File: config.mk
export PLATFORM = sky130hd
export DESIGN_NAME = seven_seg_scanner
export DESIGN_NICKNAME = d
export VERILOG_FILES = /design/src/rtl/scan_pkg.sv /design/src/rtl/scan_timer.sv /design/src/rtl/seven_seg_scanner.sv
export SDC_FILE = /design/constraint.sdc
export NUM_CORES = 1
export LEC_CHECK = 0
export ABC_AREA = 1
export CAP_MARGIN = 20
export CORE_UTILIZATION = 51
export CTS_CLUSTER_DIAMETER = 120
export CTS_CLUSTER_SIZE = 14
export DETAILED_ROUTE_END_ITERATION = 8
export PLACE_DENSITY = 0.76
export REMOVE_ABC_BUFFERS = 1
export SKIP_CTS_REPAIR_TIMING = 1
export SLEW_MARGIN = 20
export SYNTH_ARGS = -nofsm -noshare
export SYNTH_HDL_FRONTEND = slang
export SYNTH_SLANG_ARGS = --single-unit
File: constraint.sdc
create_clock -name clock -period 2.95 [get_ports clock]
set_input_delay 0.295 -clock clock [delete_from_list [all_inputs] [get_ports clock]]
set_output_delay 0.295 -clock clock [all_outputs]
set_load 0.01 [all_outputs]
File: src/rtl/scan_pkg.sv
// Shared defaults for the multiplexed seven-segment scanner: timing, widths and drive polarity.
package scan_pkg;

    localparam int DEF_NUM_DIGITS       = 4;
    localparam int DEF_SEG_WIDTH        = 8;
    localparam int DEF_DIGIT_CYCLES     = 200000;
    localparam int DEF_BLANK_CYCLES     = 500;
    localparam int DEF_BRIGHT_W         = 4;
    localparam int DEF_ANODE_ACTIVE_LOW = 1;
    localparam int DEF_SEG_ACTIVE_LOW   = 1;

    // Counter/index width that stays at least one bit wide for degenerate sizes.
    function automatic int idx_width(input int n);
        return (n > 1) ? $clog2(n) : 1;
    endfunction

endpackage

File: src/rtl/scan_timer.sv
// Slot timer for the digit scanner: slot counter, digit index and the per-cycle
// slot/frame/window flags plus the PWM phase within the active window.
module scan_timer
    import scan_pkg::*;
#(
    parameter int NUM_DIGITS   = DEF_NUM_DIGITS,
    parameter int DIGIT_CYCLES = DEF_DIGIT_CYCLES,
    parameter int BLANK_CYCLES = DEF_BLANK_CYCLES,
    parameter int BRIGHT_W     = DEF_BRIGHT_W,
    localparam int IW          = idx_width(NUM_DIGITS)
) (
    input  logic                clock,
    input  logic                reset,
    output logic [IW-1:0]       idx,
    output logic                slot_start,
    output logic                frame_end,
    output logic                in_active,
    output logic [BRIGHT_W-1:0] phase
);

    localparam int CW = idx_width(DIGIT_CYCLES);

    logic [CW-1:0] cnt;
    logic          slot_end;
    logic          last_digit;

    assign slot_end   = (cnt == CW'(DIGIT_CYCLES - 1));
    assign last_digit = (idx == IW'(NUM_DIGITS - 1));
    assign slot_start = (cnt == '0);
    assign frame_end  = slot_end && last_digit;
    assign in_active  = (cnt >= CW'(BLANK_CYCLES));

    // Offset from the end of the blank window, reduced modulo 2^BRIGHT_W.
    assign phase = BRIGHT_W'({{BRIGHT_W{1'b0}}, cnt} - (CW + BRIGHT_W)'(BLANK_CYCLES));

    always_ff @(posedge clock or posedge reset) begin
        if (reset) begin
            cnt <= '0;
            idx <= '0;
        end else if (slot_end) begin
            cnt <= '0;
            idx <= last_digit ? '0 : idx + IW'(1);
        end else begin
            cnt <= cnt + CW'(1);
        end
    end

endmodule

File: src/rtl/seven_seg_scanner.sv
// Multiplexed seven-segment driver: double-buffered patterns swapped at frame
// boundaries, per-slot brightness/enable sampling, PWM gating and registered outputs.
module seven_seg_scanner
    import scan_pkg::*;
#(
    parameter int NUM_DIGITS       = DEF_NUM_DIGITS,
    parameter int SEG_WIDTH        = DEF_SEG_WIDTH,
    parameter int DIGIT_CYCLES     = DEF_DIGIT_CYCLES,
    parameter int BLANK_CYCLES     = DEF_BLANK_CYCLES,
    parameter int BRIGHT_W         = DEF_BRIGHT_W,
    parameter int ANODE_ACTIVE_LOW = DEF_ANODE_ACTIVE_LOW,
    parameter int SEG_ACTIVE_LOW   = DEF_SEG_ACTIVE_LOW
) (
    input  logic                            clock,
    input  logic                            reset,
    input  logic [NUM_DIGITS*SEG_WIDTH-1:0] digits_in,
    input  logic                            load,
    input  logic [NUM_DIGITS-1:0]           digit_en,
    input  logic [BRIGHT_W-1:0]             brightness,
    output logic [NUM_DIGITS-1:0]           anode_out,
    output logic [SEG_WIDTH-1:0]            seg_out,
    output logic                            frame_start
);

    localparam int IW = idx_width(NUM_DIGITS);

    // Inactive drive levels; XOR with these converts internal active-high to pin polarity.
    localparam logic [NUM_DIGITS-1:0] ANODE_OFF =
        (ANODE_ACTIVE_LOW != 0) ? {NUM_DIGITS{1'b1}} : {NUM_DIGITS{1'b0}};
    localparam logic [SEG_WIDTH-1:0]  SEG_OFF   =
        (SEG_ACTIVE_LOW != 0) ? {SEG_WIDTH{1'b1}} : {SEG_WIDTH{1'b0}};

    logic [IW-1:0]         idx;
    logic                  slot_start;
    logic                  frame_end;
    logic                  in_active;
    logic [BRIGHT_W-1:0]   phase;

    logic [BRIGHT_W-1:0]   bright_q;
    logic [NUM_DIGITS-1:0] en_q;
    logic [BRIGHT_W-1:0]   bright_eff;
    logic [NUM_DIGITS-1:0] en_eff;

    logic [SEG_WIDTH-1:0]  pend [NUM_DIGITS];
    logic [SEG_WIDTH-1:0]  disp [NUM_DIGITS];
    logic                  pend_valid;

    logic                  lit;
    logic [NUM_DIGITS-1:0] anode_nxt;
    logic [SEG_WIDTH-1:0]  seg_nxt;

    scan_timer #(
        .NUM_DIGITS  (NUM_DIGITS),
        .DIGIT_CYCLES(DIGIT_CYCLES),
        .BLANK_CYCLES(BLANK_CYCLES),
        .BRIGHT_W    (BRIGHT_W)
    ) u_timer (
        .clock     (clock),
        .reset     (reset),
        .idx       (idx),
        .slot_start(slot_start),
        .frame_end (frame_end),
        .in_active (in_active),
        .phase     (phase)
    );

    // Slot cycle 0 uses the live inputs so a zero-length blank window still sees them.
    assign bright_eff = slot_start ? brightness : bright_q;
    assign en_eff     = slot_start ? digit_en   : en_q;

    always_ff @(posedge clock or posedge reset) begin
        if (reset) begin
            bright_q <= '0;
            en_q     <= '0;
        end else if (slot_start) begin
            bright_q <= brightness;
            en_q     <= digit_en;
        end
    end

    // Load at the boundary cycle hands the older capture to the display and keeps the new one pending.
    always_ff @(posedge clock or posedge reset) begin
        if (reset) begin
            pend_valid <= 1'b0;
            for (int i = 0; i < NUM_DIGITS; i++) begin
                pend[i] <= '0;
                disp[i] <= '0;
            end
        end else begin
            if (frame_end && pend_valid) begin
                for (int i = 0; i < NUM_DIGITS; i++) begin
                    disp[i] <= pend[i];
                end
            end
            if (load) begin
                for (int i = 0; i < NUM_DIGITS; i++) begin
                    pend[i] <= digits_in[i*SEG_WIDTH +: SEG_WIDTH];
                end
                pend_valid <= 1'b1;
            end else if (frame_end) begin
                pend_valid <= 1'b0;
            end
        end
    end

    always_comb begin
        anode_nxt = '0;
        seg_nxt   = '0;
        lit       = in_active && (phase < bright_eff) && en_eff[idx];
        if (lit) begin
            anode_nxt[idx] = 1'b1;
            seg_nxt        = disp[idx];
        end
    end

    always_ff @(posedge clock or posedge reset) begin
        if (reset) begin
            anode_out   <= ANODE_OFF;
            seg_out     <= SEG_OFF;
            frame_start <= 1'b0;
        end else begin
            anode_out   <= anode_nxt ^ ANODE_OFF;
            seg_out     <= seg_nxt ^ SEG_OFF;
            frame_start <= slot_start && (idx == '0);
        end
    end

endmodule

==> qor.yml <==
status:
  status: "finished, final reports clean"
logic_synthesis:
  yosysWarnings: 0
  syn_avg_cell_area_um2: 9.22
  netlist_instances: 545
  yosysSeqAreaShare_pct: 53.1
  synth_area_um2: 5020
  netlist.area_leader.share_pct: 46.8
  yosys_most_used_dff: "dfrtp_1"
  synthXorXnorAreaFrac_pct: 0.697
  synth-seq-cells: 106
  ys_types: 35
  synth_edf_count: 0
  synth_top_cells_by_count: "nand2_1 (111), dfrtp_1 (94), inv_1 (75), o21ai_0 (56), nor2_1 (39)"
  synth_fa_ha_area_share_pct: 3.24
  yosys.area.top_type: "dfrtp_1"
  synth_most_common_cell: "nand2_1"
  synthTopCellsByArea: "dfrtp_1 (47%), nand2_1 (8.3%), dfstp_2 (6.3%)"
  synth-compound-area-share_pct: 13.7
  synth_simple_gate_area_share_pct: 20.0
  synth_top_family_by_area: "simple AND/OR/NAND/NOR gates"
  synth.area.mux_share_pct: 0
  ys_async_sr_fraction_pct: 100
layout:
  syn_to_final_growth_pct: 16.3
  fin_area_um2: 5840
  diodes: 0
  fillCellCount: 827
  final_cells: 728
  fin_nets: 650
  drive_gt1_share_pct: 16.2
  utilization_pct: 62.4
grt:
  grt_use_total_pct: 21.4
  grt_pass1_wl_um: 16800
  overflow: 0
  grt_pass1_vias: 3662
  grt_max_degree: 66
  antenna_found_initial: 0
placed_design:
  hpwl_um: 6900
  place_area_um2: 5630
  gp_congestion: 0.880
  io_buffers: 55
  dpl.cell_count: 712
cts:
  cts_buffer_depth: 2
  ctsHtreeMaxLevel: 3
  clk-insertion-delay-late_ns: 0.38
  cts_buffers: 9
  clockRootBuffer: "clkbuf_8"
  cts_tree: "built"
  path_clk_slew_ns: 0.10
  clock_sinks: 106
sta:
  fmax_ghz: 0.376
  post-route-period-util_pct: 90.0
  fin_crit_ns: 2.66
  rsz0062_at_grt: "no"
  hold_viol_final: 0
  fin_skew_ns: 0.0141
  slew_headroom_pct: 42.3
  holdWs_ns: 0.317
  tightest_slew_ns: 0.865
  setup_violations: 0
  maxSlewViolCount: 0
critical_path:
  rrSetupSlack_ns: 0.29
  crit_path_end_kind: "flip-flop"
  setup.worst_path.start_class: "flip-flop"
  rr_startpoint: "u_timer.cnt[2]"
  path_cells: "inv_1, ha_1, nand2_1, inv_1, nand2_1, nor2_4, nand2_4, inv_1, nand2_1, nand2_1, inv_1, ha_1, a21oi_1, a21boi_0, nand2_1, nor2_2, buf_6, nand3_1"
  crit_family: "simple AND/OR/NAND/NOR gates"
  worstPathArrival_ns: 2.95
  crit_buf_inv: 5
  slowest_delay_ns: 0.46
  cp_max_fo: 12
  r2r_end: "seg_out[7]"
  crit_type: "flip-flop to flip-flop"
  cpMostUsedCell: "nand2_1"
  reg2regPathDepth: 18
  crit_required_ns: 3.25
  slowest_stage: "dfrtp_1"
pwr:
  power.density_nw_per_um2: 442
  p_leak_nw: 2.77
  total_power_mw: 2.59
  ir_worst_vdd_v: 0.000274
drt:
  routedWlPerCell_um: 13.4
  avgViaCountPerCell: 5.00
  antenna_left: 0
  route.detailed.drc: 0
  routed_wl_um: 9720
  first_pass_iters: 4
  num_vias: 3637
  drtIter0Drc: 164
floorplanning:
  rows: 35
  die_h_um: 101
  die_width_um: 101
  ios: 56
  die_area_um2: 10300
  core_um2: 9370
  initial_utilization_pct: 53.6
worst_hold_path:
  min-delay-path-class: "primary input to asynchronous set/reset pin"
run:
  maxCapViolations: 0
==> metrics by stage <==
stage / TNS (ns) / setup WS [ns]
floorplan: -10.72 / -0.114
global placement: 0 / 0.355
detailed placement: 0 / 0.220
CTS: 0 / 0.181
global route: 0 / 0.0105
finish: 0 / 0.294
==> how the worst max path moves through the flow <==
stage,from,end,slack [ns],depth (start not counted)
2_1_floorplan,reset,bright_q[0],-0.11,1
3_3_place_gp,u_timer.cnt[2],seg_out[7],0.35,18
6_report,u_timer.cnt[2],seg_out[7],0.29,18
5_1_grt,u_timer.cnt[0],seg_out[7],0.01,18
3_5_place_dp,u_timer.cnt[2],seg_out[7],0.22,18
4_1_cts,u_timer.cnt[2],seg_out[7],0.18,18
==> sequential cells by signal, summed over array words and instances (netlist names) <==
name and cells:
disp 32, pend 32, u_timer.cnt 18, seg_out 8
anode_out 4, bright_q 4, en_q 4, u_timer.idx 2
frame_start 1, pend_valid 1
==> worst reg2reg max path, cell delays in order, from the launching register on <==
cell      delay, ns
dfrtp_1        0.46
inv_1          0.14
ha_1           0.16
nand2_1        0.05
inv_1          0.04
nand2_1        0.07
nor2_4         0.16
nand2_4        0.12
inv_1          0.11
nand2_1        0.06
nand2_1        0.07
inv_1          0.04
ha_1           0.32
a21oi_1        0.14
a21boi_0       0.18
nand2_1        0.08
nor2_2         0.10
buf_6          0.19
nand3_1        0.09
==> placed cells by master (no fill, tap or decap), types with 2 or more instances in the layout <==
master	Yosys	routed
nand2_1	111	111
dfrtp_1	94	94
inv_1	75	74
o21ai_0	56	56
clkdlybuf4s50_1	0	54
nor2_1	39	39
o21ai_2	32	32
nand3_1	14	14
ha_1	13	13
dfstp_2	12	12
nand3_2	11	11
clkbuf_8	0	10
nand4_1	8	8
o22ai_1	8	8
a21oi_1	7	7
inv_2	5	5
buf_4	0	5
nor4_1	4	4
and2_1	4	4
nor3_1	3	3
nand2_4	2	3
xor2_1	3	3
nand3b_1	3	3
inv_6	0	3
nor2_2	2	2
o21bai_1	2	2
nor2_4	2	2
nand2_2	3	2
inv_8	0	2
==> metal layers <==
metal / GRT usage [%] / vias up / part of all wire, %
li1: - / 1833 / -
met1: 28.0 / 1726 / 48
met2: 35.2 / 63 / 47
met3: 5.45 / 15 / 3.4
met4: 6.58 / 0 / 1.7
met5: 0 / - / 0
==> final cells by class <==
| type | instances | area [µm²] | area share (%) |
|---|---|---|---|
| clock buffers | 10 | 138 | 2.35 |
| flip-flops and latches | 106 | 2670 | 45.6 |
| clock inverters | 6 | 65.1 | 1.11 |
| inverters | 80 | 303 | 5.18 |
| repair buffers | 62 | 614 | 10.5 |
| multi-input cells | 335 | 1900 | 32.4 |
| well taps | 129 | 161 | 2.76 |
==> power breakdown <==
| group | switching (mW) | internal (mW) |
|---|---|---|
| logic | 0.0986 | 0.0762 |
| registers | 0.0119 | 1.50 |
| clock network | 0.543 | 0.358 |
==> kinds of logic (layout without fill, tap and decap cells) <==
kind of cell / Yosys count / after routing
AO/OA/AOI/OAI: 109 / 109
XOR/XNOR: 4 / 4
adder cells (fa/ha/maj): 13 / 13
buffers and inverters: 104 / 158
flip-flops: 106 / 106
AND/OR/NAND/NOR: 209 / 209
(Power assumes the default switching activity.)
